`src/rtl/regfile_write_sequencer.sv`:
```
// Sole owner of the register-file write port: zero-fills every register after reset,
// then shares the port between NUM_REQ writeback sources with round-robin arbitration.
module regfile_write_sequencer #(
    parameter int WIDTH         = 16,
    parameter int REGISTER_BITS = 4,
    parameter int NUM_REQ       = 3
) (
    input  logic                             clock,
    input  logic                             reset,
    input  logic [NUM_REQ-1:0]               req,
    input  logic [NUM_REQ*REGISTER_BITS-1:0] req_addr,
    input  logic [NUM_REQ*WIDTH-1:0]         req_data,
    output logic [NUM_REQ-1:0]               grant,
    output logic                             init_done,
    output logic                             rf_shouldWrite,
    output logic [REGISTER_BITS-1:0]         rf_writeAddress,
    output logic [WIDTH-1:0]                 rf_writeData
);

    localparam int PTR_W = (NUM_REQ > 1) ? $clog2(NUM_REQ) : 1;
    localparam logic [REGISTER_BITS-1:0] LAST_ADDR = '1;
    localparam logic [PTR_W-1:0]         LAST_REQ  = PTR_W'(NUM_REQ - 1);

    typedef enum logic {
        CLEAR,
        ARB
    } state_e;

    state_e                     state_q;
    logic [REGISTER_BITS-1:0]   clear_addr_q;
    logic [PTR_W-1:0]           rr_ptr_q;
    logic [NUM_REQ-1:0]         grant_q;
    logic                       init_done_q;
    logic                       wr_en_q;
    logic [REGISTER_BITS-1:0]   wr_addr_q;
    logic [WIDTH-1:0]           wr_data_q;

    logic [NUM_REQ-1:0]         eligible;
    logic                       win_valid;
    logic [PTR_W-1:0]           win_idx;
    logic [NUM_REQ-1:0]         grant_d;
    logic [REGISTER_BITS-1:0]   win_addr;
    logic [WIDTH-1:0]           win_data;
    logic [PTR_W-1:0]           rr_ptr_d;

    // Winner = lowest eligible index at or above rr_ptr, else lowest eligible overall.
    // NOTE: every signal gets a default at the top of always_comb so no path leaves it unassigned (no latch).
    always_comb begin
        eligible  = req & ~grant_q;
        win_valid = 1'b0;
        win_idx   = '0;
        grant_d   = '0;
        win_addr  = '0;
        win_data  = '0;

        for (int i = NUM_REQ - 1; i >= 0; i--) begin
            if (eligible[i]) begin
                win_valid = 1'b1;
                win_idx   = PTR_W'(i);
            end
        end
        for (int i = NUM_REQ - 1; i >= 0; i--) begin
            if (eligible[i] && (PTR_W'(i) >= rr_ptr_q)) begin
                win_idx = PTR_W'(i);
            end
        end

        for (int i = 0; i < NUM_REQ; i++) begin
            if (win_idx == PTR_W'(i)) begin
                grant_d[i] = win_valid;
                win_addr   = req_addr[i*REGISTER_BITS +: REGISTER_BITS];
                win_data   = req_data[i*WIDTH +: WIDTH];
            end
        end

        rr_ptr_d = (win_idx == LAST_REQ) ? '0 : win_idx + PTR_W'(1);
    end

    // NOTE: sequential state uses non-blocking assignments so every register samples pre-edge values.
    always_ff @(posedge clock or posedge reset) begin
        if (reset) begin
            state_q      <= CLEAR;
            clear_addr_q <= '0;
            rr_ptr_q     <= '0;
            grant_q      <= '0;
            init_done_q  <= 1'b0;
            wr_en_q      <= 1'b0;
            wr_addr_q    <= '0;
            wr_data_q    <= '0;
        end else begin
            case (state_q)
                CLEAR: begin
                    grant_q      <= '0;
                    wr_en_q      <= 1'b1;
                    wr_addr_q    <= clear_addr_q;
                    wr_data_q    <= '0;
                    clear_addr_q <= clear_addr_q + REGISTER_BITS'(1);
                    if (clear_addr_q == LAST_ADDR) begin
                        state_q     <= ARB;
                        init_done_q <= 1'b1;
                    end
                end
                ARB: begin
                    grant_q <= grant_d;
                    if (win_valid) begin
                        // r0 is hard-wired to zero, so its write is acknowledged but dropped.
                        wr_en_q   <= (win_addr != '0);
                        wr_addr_q <= win_addr;
                        wr_data_q <= win_data;
                        rr_ptr_q  <= rr_ptr_d;
                    end else begin
                        wr_en_q <= 1'b0;
                    end
                end
            endcase
        end
    end

    assign grant           = grant_q;
    assign init_done       = init_done_q;
    assign rf_shouldWrite  = wr_en_q;
    assign rf_writeAddress = wr_addr_q;
    assign rf_writeData    = wr_data_q;

endmodule

```
`config.mk`:
```
export PLATFORM = sky130hd
export DESIGN_NAME = regfile_write_sequencer
export DESIGN_NICKNAME = d
export VERILOG_FILES = /design/src/rtl/regfile_write_sequencer.sv
export SDC_FILE = /design/constraint.sdc
export NUM_CORES = 1
export LEC_CHECK = 0
export ABC_AREA = 1
export CORE_MARGIN = 1
export CORE_UTILIZATION = 30
export DETAILED_ROUTE_END_ITERATION = 8
export DONT_BUFFER_PORTS = 1
export PLACE_DENSITY_LB_ADDON = 0.12
export SLEW_MARGIN = 20
export SYNTH_ARGS = -nofsm -noshare
export SYNTH_HDL_FRONTEND = slang
export SYNTH_SLANG_ARGS = --single-unit
```
`constraint.sdc`:
```
create_clock -name clock -period 1.9 [get_ports clock]
set_input_delay 0.475 -clock clock [delete_from_list [all_inputs] [get_ports clock]]
set_output_delay 0.475 -clock clock [all_outputs]
set_load 0.02 [all_outputs]
```
==> summary.md, run 1 <==
| Metric | Value |
|---|---|
| Worst VDD drop | between 0.5 and 0.6 mV |
| FP Rows | 28 |
| Total grt overflow | 0 |
| Hpwl dp | 3740 um |
| Worst Setup End Kind | register |
| Clock skew | between 0.009 and 0.01 ns |
| Reg area | 801 um^2 |
| Syn Nets | 301 |
| Number of remaining DRC errors | 0 |
| Yosys Warn Count | 0 |
| Initial antenna violation count | 0 |
| Seq cells post-synth | 32 |
| Initial Util | 31.7% |
| Max Cap Violations | 0 |
| Largest net degree at the start of global routing | 35 |
| Critical Path AT | 1.90 ns |
| Clock sinks | 32 |
| Synth top area cells | dfrtp_1, nand3_1, nand2_1, nand3_2, o211ai_1 |
| Die area | 6730 um^2 |
| Startpoint Class | register |
| Final Critical Period | 1.72 ns |
| Pwr/cell area | 1780 nW/um^2 |
| Hold Vio Cnt, Final | 0 |
| Skew-Pair Late Insertion Delay | 0.28 ns |
| CTS buffer count | 5 |
| Post-synth top cells | nand2_1, nand3_1, dfrtp_1 |
| Mapped Avg Cell Area | 8.18 um^2 |
| Critical Path RT | 2.08 ns |
| Mapped cell area | 1920 um^2 |
| Worst setup margin | 0.178 ns |
| Clock Path Buffers | 2 |
| CTS tree | built |
| Post-CTS resize count | 0 |
| Root Driver | clkbuf_8 |
| CTS H-tree depth | 2 |
| Area leader, netlist | dfrtp_1 |
| CP Class | register to register |
| Post-CTS Setup Inserts | 0 |
| Setup TNS | 0 ns |
| DRT Pass-1 Iters | 4 |
| GP Congestion | 0.732 |
| Nets@finish | approximately 300 |
| Layout Area Growth over Synthesis | 8.79% |
| Leak | around 0.001 uW |
| Ports | 90 |
| Max Fanout on Critical Path | 23 |
| Endpoints failing setup | 0 |
| Ys flop type | dfrtp_1 |
| Register area share after synthesis | 41.7% |
| Post-DRT Antenna Nets | 0 |
| Ant diodes | 0 |
| First-pass GRT wire length | 8310 um |
| Area of the core | 6060 um^2 |
| Clk pin slew, worst setup/hold paths | 0.07 ns |
| Share of synthesized flip-flops with an asynchronous set or reset | between 90% and 100% |
| I/O Buffers | 0 |
| Share of layout cells above drive strength 1 | 18.5% |
| Drt wl/cell | 16.4 um |
| RSZ-0062 raised after global routing | false |
| Fillers | 661 |
| Drt via density | 5.07 |
| Area of the multi-input gates | 923 um^2 |
| Cell count after synthesis | 235 |
| Hold Crit Class | input pin to async pin |
| Slew @ Worst Pin | 0.418 ns |
| Max-slew violations | 0 |
| DR vias | 1586 |
| Overall die width | ~80 um |
| Die Height | about 82 um |
| Synth unique cells | 27 |
| Status | completed |
| Max_slew headroom | 72.1% |
| DRT iter0 DRCs | 63 |
| Fmax | 581 MHz |
| Final Cycle Share | 90.6% |
| Overall routing resource usage | between 10% and 20% |
| Routed WL | between 5000 and 6000 um |
| Worst slack at placement | around 0.13 ns |
| Vias in the first global route | ~1700 |
| FF-to-FF setup slack | 0.18 ns |
| Hold_buf cts | 0 |
| Share of the synthesized area in the top cell type | between 40% and 50% |
| Number of synthesized flops with an enable pin | 0 |
| Top-count cell post-synth | nand2_1 |
-- cell usage in the layout, fill, tap and decap left out --
| cell type | instances |
|---|---|
| nand2_1 | 54 |
| dfrtp_1 | 32 |
| inv_1 | 15 |
| nor2_4 | 2 |
| a21oi_1 | 1 |
| clkbuf_8 | 6 |
| o211ai_1 | 14 |
| o21ai_0 | 2 |
| clkinvlp_4 | 1 |
| a22o_1 | 1 |
| buf_12 | 2 |
| nand2_4 | 3 |
| a211oi_1 | 1 |
| o21ai_1 | 2 |
| buf_4 | 9 |
| inv_2 | 4 |
| clkbuf_1 | 1 |
| o21bai_1 | 3 |
| ha_1 | 1 |
| nand3_2 | 11 |
| xnor2_1 | 1 |
| xor2_1 | 2 |
| nand3_1 | 53 |
| or2_1 | 1 |
| nor2_2 | 3 |
| nor2_1 | 10 |
| nand2_2 | 3 |
-- power by group --
part	internal (uW)	switching, uW
Clock	294	259
Combinational	636	1100
Sequential	967	477
-- area by class of cell --
type,count,area share (%)
Multi-Input combinational cell,168,44.2
Sequential cell,32,38.3
Timing Repair Buffer,11,5.15
Tap cell,75,4.49
Clock buffer,7,4.13
Inverter,19,3.41
Clock inverter,1,0.359
-- flip-flops by register name (all words and copies together), names as in the netlist --
signal           flops
clear_addr_q         4
grant                3
init_done            1
rf_shouldWrite       1
rf_writeAddress      4
rf_writeData        16
rr_ptr_q             2
state_q              1
-- layer usage --
layer	track usage [%]	share of wire (%)
met1	19.9	43
met2	29.0	49
met3	6.00	7.3
met4	4.21	1.0
met5	0	0
-- cells by family after synthesis --
logic type,count (synthesis),synth area share [%]
and+or+nand+nor,140,37.1
buffers and inverters,35,10.4
AOI/OAI and AO/OA,24,8.79
adders and majority gates,1,0.651
xor gates and xnor gates,3,1.37
DFF,32,41.7
-- worst max-delay path, stage by stage, from the launching register on --
cell     delay (ns)
dfrtp_1        0.38
inv_1          0.06
nand2_2        0.07
nor2_2         0.16
inv_2          0.06
nand2_4        0.17
nand2_4        0.21
nand3_1        0.12
nand3_1        0.09
nor2_1         0.11
nand3_1        0.07
nand2_1        0.06
inv_1          0.03
-- worst paths after layout --
| path | cells past startpoint | start | endpoint |
|---|---|---|---|
| setup / recovery | 12 | grant[1]$_DFF_PP0_ | rf_shouldWrite$_DFF_PP0_ |
| hold / removal | 2 | reset | rf_writeData[5]$_DFFE_PP0P_ |
| setup reg to reg | 12 | grant[1]$_DFF_PP0_ | rf_shouldWrite$_DFF_PP0_ |
| hold reg to reg | 1 | clear_addr_q[0]$_DFFE_PP0N_ | clear_addr_q[0]$_DFFE_PP0N_ |
| max in group asynchronous | 2 | reset | grant[0]$_DFF_PP0_ |
| min in group clock | 2 | req_data[44] | rf_writeData[12]$_DFFE_PP0P_ |
-- metrics by stage --
step	utilization [%]	cells	hold WS, ns	total power [uW]	instance area [um^2]
after CTS	34.5	313	0.174	3810	2090
after floorplan	-	235	0.484	2880	1920
after detailed placement	32.9	305	0.488	3250	2000
after global routing	34.5	313	0.194	4080	2090
final	34.5	313	0.164	3730	2090
after global placement	32.9	305	0.494	3230	2000
No activity file was read; power rests on OpenSTA's default activity.
==> run 2: changes to the inputs <==
SETUP_SLACK_MARGIN = 0.02   (was unset)
clock period = 2.2 ns   (was 1.9 ns; I/O delays follow)
==> summary.md, run 2 (synthesis results as in run 1) <==
| Metric | Value |
|---|---|
| Hold Crit Class | input pin to async pin |
| Met3 WL | 405 um |
| Post-DRT Antenna Nets | 0 |
| Leak | slightly below 0.001 uW |
| Largest net degree at the start of global routing | 33 |
| CTS H-tree depth | 2 |
| Buf/Inv on CP | 3 |
| Skew-Pair Late Insertion Delay | roughly 0.29 ns |
| Combinational share of power | between 40% and 50% |
| Initial antenna violation count | 0 |
| Die Height | ~82 um |
| Highest metal used | met4 |
| Worst Setup End Kind | register |
| RSZ-0062 raised after global routing | false |
| Setup TNS | 0 ns |
| P_int | 1560 uW |
| Terminus of the critical flop-to-flop path | rf_shouldWrite$_DFF_PP0_ |
| Worst VDD drop | 0.633 mV |
| CTS tree | built |
| Status | completed |
| Critical Path AT | 2.04 ns |
| Ant diodes | 0 |
| Hpwl dp | 3680 um |
| Commonest non-fill, non-tap cells in the layout | nand2_1, nand3_1, dfrtp_1 |
| Sw Share | about half |
| Endpoints failing setup | 0 |
| Hold_buf cts | 0 |
| Sequential share of power | 40.8% |
| Commonest non-fill, non-tap cell in the layout | nand2_1 |
| Post-CTS Setup Inserts | 0 |
| Clk pwr share | between 10% and 20% |
| Overall routing resource usage | approximately 16% |
| Ports | 90 |
| I/O Buffers | 0 |
| GP Congestion | approximately 0.68 |
| Die area | 6730 um^2 |
| Delay-heaviest family, CP | simple AND/OR/NAND/NOR gates |
| Clock sinks | 32 |
| Met2 wire len | 2280 um |
| Fmax | 540 MHz |
| Post-layout util | between 30% and 40% |
| Slew @ Worst Pin | 0.430 ns |
| DRT iter0 DRCs | 60 |
| DRT Pass-1 Iters | 4 |
| Max-slew violations | 0 |
| Largest register FFs | 16 |
| First-pass GRT wire length | 7940 um |
| Critical R2R Launch | grant[1]$_DFF_PP0_ |
| Max Cap Violations | 0 |
| FF-to-FF setup slack | 0.35 ns |
| Layout Area Growth over Synthesis | 6.12% |
| Startpoint Class | register |
| Clock skew | roughly 0.013 ns |
| Critical-path top delay cell | dfrtp_1 |
| Final Critical Period | 1.85 ns |
| DR vias | 1557 |
| Clk pin slew, worst setup/hold paths | roughly 0.070 ns |
| Max_slew headroom | 71.3% |
| CP Cell Sequence | inv_1, nand2_2, nor2_2, nor2_4, nand2_4, inv_2, nand2_1, nand3_1, nor2_1, nand3_1, nand2_1, inv_1 |
| Area of the core | slightly above 6000 um^2 |
| Initial Util | 31.7% |
| Pwr/cell area | about 1500 nW/um^2 |
| Max Fanout on Critical Path | 28 |
| Routed WL | 4980 um |
| Post-CTS resize count | 0 |
| Metal-1 WL | 2230 um |
| Final Cycle Share | between 80% and 90% |
| Critical Path RT | 2.38 ns |
| Tot Pwr | 3120 uW |
| CTS buffer count | 5 |
| Vias in the first global route | ~1600 |
| Sw Pwr | 1560 uW |
| Drt wl/cell | 16.1 um |
| Root Driver | clkbuf_8 |
| Design area | just over 2000 um^2 |
| Fillers | 677 |
| Clock Path Buffers | 2 |
| CP Class | register to register |
| Total grt overflow | 0 |
| FP Rows | 28 |
| DP Area | 1960 um^2 |
| Slowest cell delay on critical path | 0.46 ns |
| Drt via density | 5.04 |
| Worst Setup SP | grant[1]$_DFF_PP0_ |
| Hold Vio Cnt, Final | 0 |
| Nets@finish | 300 |
| Overall die width | 82.0 um |
| Worst slack at placement | 0.314 ns |
| Share of layout cells above drive strength 1 | 17.1% |
| Number of remaining DRC errors | 0 |
| R2R cell count | 12 |
| Worst setup margin | 0.346 ns |
run 2: layout make-up:
type                            count  area [um^2]  share of cell area, %
Multi-Input combinational cell    168          923                   45.3
Sequential cell                    32          801                   39.3
Tap cell                           75         93.8                   4.60
Clock buffer                        6         72.6                   3.56
Timing Repair Buffer                8         72.6                   3.56
Inverter                           19         71.3                   3.50
Clock inverter                      1         5.00                  0.245
run 2: worst max path at each step:
stage / to / cells after the start / slack [ns]
after floorplan: rf_writeData[10]$_DFFE_PP0P_ / 11 / 0.65
after global placement: rf_shouldWrite$_DFF_PP0_ / 11 / 0.33
after detailed placement: rf_shouldWrite$_DFF_PP0_ / 11 / 0.31
after CTS: rf_shouldWrite$_DFF_PP0_ / 12 / 0.31
after global routing: rf_shouldWrite$_DFF_PP0_ / 12 / 0.14
final: rf_shouldWrite$_DFF_PP0_ / 12 / 0.35
run 2: layer usage:
layer  global-route usage [%]  vias up
met1                     20.5      712
met5                        0        -
met4                     4.74        0
met2                     25.9       60
li1                         -      778
met3                     5.78        7
run 2: power by group through the flow:
stage	sequential, uW	clock [uW]	combinational, uW
after floorplan	1240	0	1250
after global placement	1290	0	1450
after detailed placement	1280	0	1460
after CTS	1280	448	1460
after global routing	1310	471	1640
final	1270	429	1420
run 2: through the flow:
stage               cells  hold slack, ns
finish                309           0.240
global route          309           0.277
CTS                   309           0.254
detailed placement    302           0.515
global placement      302           0.510
floorplan             235           0.484
==> run 3: changes to the inputs <==
clock period = 1.9 ns   (was 2.2 ns; I/O delays follow)
==> summary.md, run 3 (synthesis results as in run 1) <==
| Metric | Value |
|---|---|
| Final Cycle Share | ~88% |
| Post-DRT Antenna Nets | 0 |
| CTS buffer count | 5 |
| Drt wl/cell | 16.4 um |
| Combinational share of power | 46.7% |
| Total grt overflow | 0 |
| CP Cell Sequence | inv_1, nand2_2, nor2_2, inv_2, nand2_4, nand2_8, nand3_1, nand3_1, nor2_1, nand3_1, nand2_1, inv_1 |
| Clock sinks | 32 |
| Critical Path RT | 2.08 ns |
| CTS H-tree depth | 2 |
| Overall die width | between 80 and 90 um |
| Clock skew | ~0.0096 ns |
| Slowest cell delay on critical path | 0.38 ns |
| Overall routing resource usage | 16.9% |
| Ports | 90 |
| Critical-path top delay cell | dfrtp_1 |
| Max-slew violations | 0 |
| Placed cell count | 305 |
| DR vias | 1597 |
| Skew-Pair Late Insertion Delay | 0.28 ns |
| Final Critical Period | 1.67 ns |
| Hold Crit Class | input pin to async pin |
| Ant diodes | 0 |
| Largest net degree at the start of global routing | 35 |
| FP Rows | 28 |
| CP most frequent cell | nand3_1 |
| Vias in the first global route | 1654 |
| Post-CTS Setup Inserts | 0 |
| Max Fanout on Critical Path | 23 |
| Reg area | 801 um^2 |
| Leak | 0.000994 uW |
| CP Class | register to register |
| Commonest non-fill, non-tap cell in the layout | nand2_1 |
| Sw Share | 49.2% |
| Area of the core | 6060 um^2 |
| I/O Buffers | 0 |
| Setup TNS | 0 ns |
| Endpoints failing setup | 0 |
| Status | completed |
| First-pass GRT wire length | just over 8000 um |
| Sw Pwr | 1840 uW |
| Slew @ Worst Pin | 0.418 ns |
| DRT Pass-1 Iters | 4 |
| Critical Path AT | between 1.5 and 2 ns |
| Die area | 6730 um^2 |
| Root Driver | clkbuf_8 |
| Max_slew headroom | 72.1% |
| RSZ-0062 raised after global routing | false |
| Hold Vio Cnt, Final | 0 |
| DRT iter0 DRCs | 66 |
| Clk pin slew, worst setup/hold paths | 0.07 ns |
| Max Cap Violations | 0 |
| Nets@finish | 303 |
| Drt via density | 5.10 |
| Pwr/cell area | 1790 nW/um^2 |
| P_int | 1900 uW |
| Fillers | ~660 |
| Area of the multi-input gates | between 900 and 1000 um^2 |
| Initial antenna violation count | 0 |
| GP Congestion | 0.732 |
| Fmax | 599 MHz |
| Clk pwr share | between 10% and 20% |
| Initial Util | 31.7% |
| Hpwl dp | 3740 um |
| Clock Path Buffers | 2 |
| Number of remaining DRC errors | 0 |
| Startpoint Class | register |
| Commonest non-fill, non-tap cells in the layout | nand2_1, nand3_1, dfrtp_1 |
| Layout Area Growth over Synthesis | 9.24% |
| Sequential share of power | about two fifths |
| Fin cells | 313 |
| Die Height | 82.0 um |
| Worst VDD drop | between 0.5 and 0.6 mV |
| Largest register FFs | 16 |
| Worst Setup End Kind | register |
| Routed WL | 5130 um |
| Share of layout cells above drive strength 1 | a little under a fifth |
| WHS | about 0.16 ns |
| CTS tree | built |
-- run 3: path summary, 6_finish.rpt --
path / start / end / cells after the start / slack (ns)
max: grant[1]$_DFF_PP0_ / rf_shouldWrite$_DFF_PP0_ / 12 / 0.23
min: reset / rf_writeData[9]$_DFFE_PP0P_ / 2 / 0.16
max reg2reg: grant[1]$_DFF_PP0_ / rf_shouldWrite$_DFF_PP0_ / 12 / 0.23
min reg2reg: clear_addr_q[0]$_DFFE_PP0N_ / clear_addr_q[0]$_DFFE_PP0N_ / 1 / 0.53
max in group asynchronous: reset / rr_ptr_q[0]$_DFFE_PP0P_ / 2 / 1.43
min in group clock: req_data[44] / rf_writeData[12]$_DFFE_PP0P_ / 2 / 0.35
-- run 3: repair_timing --
action,in CTS,in global routing
endpoints found under the hold margin,0,0
setup endpoints to repair,0,1
gates resized for setup,0,1
hold buffers,0,0
-- run 3: area by class of cell --
class | instances | share of cell area, %
well taps | 75 | 4.47
repair buffers | 11 | 5.13
multi-input cells | 168 | 44.4
inverters | 19 | 3.40
flip-flops and latches | 32 | 38.1
clock buffers | 7 | 4.11
clock inverters | 1 | 0.358
-- run 3: metrics by stage --
stage | total power (uW) | util, % | cell area [um^2] | setup WS (ns)
floorplan | 2880 | - | 1920 | 0.405
global placement | 3230 | 32.9 | 2000 | 0.172
detailed placement | 3250 | 32.9 | 2000 | 0.133
CTS | 3810 | 34.5 | 2090 | 0.157
global route | 4100 | 34.6 | 2100 | 0.0713
finish | 3750 | 34.6 | 2100 | 0.229
-- run 3: power by group through the flow --
| stage | registers, uW | logic (uW) | clock network [uW] |
|---|---|---|---|
| global route | 1490 | 2000 | 607 |
| finish | 1450 | 1750 | 555 |
| global placement | 1470 | 1760 | 0 |
| CTS | 1460 | 1780 | 572 |
| detailed placement | 1460 | 1780 | 0 |
| floorplan | 1430 | 1440 | 0 |
-- run 3: critical path, delay by kind of cell, from the launching register on --
family | cells | cell delay, ns
flip-flops | 1 | 0.38
buffers and inverters | 3 | 0.15
AND/OR/NAND/NOR | 9 | 1.00
-- run 3: layer usage --
metal  vias to the layer above  routed length (um)  GRT usage (%)
met5                         -                   0              0
met2                        65                2500           29.0
li1                        782                   -              -
met1                       744                2160           19.9
met3                         6                 413           6.00
met4                         0                  53           4.21
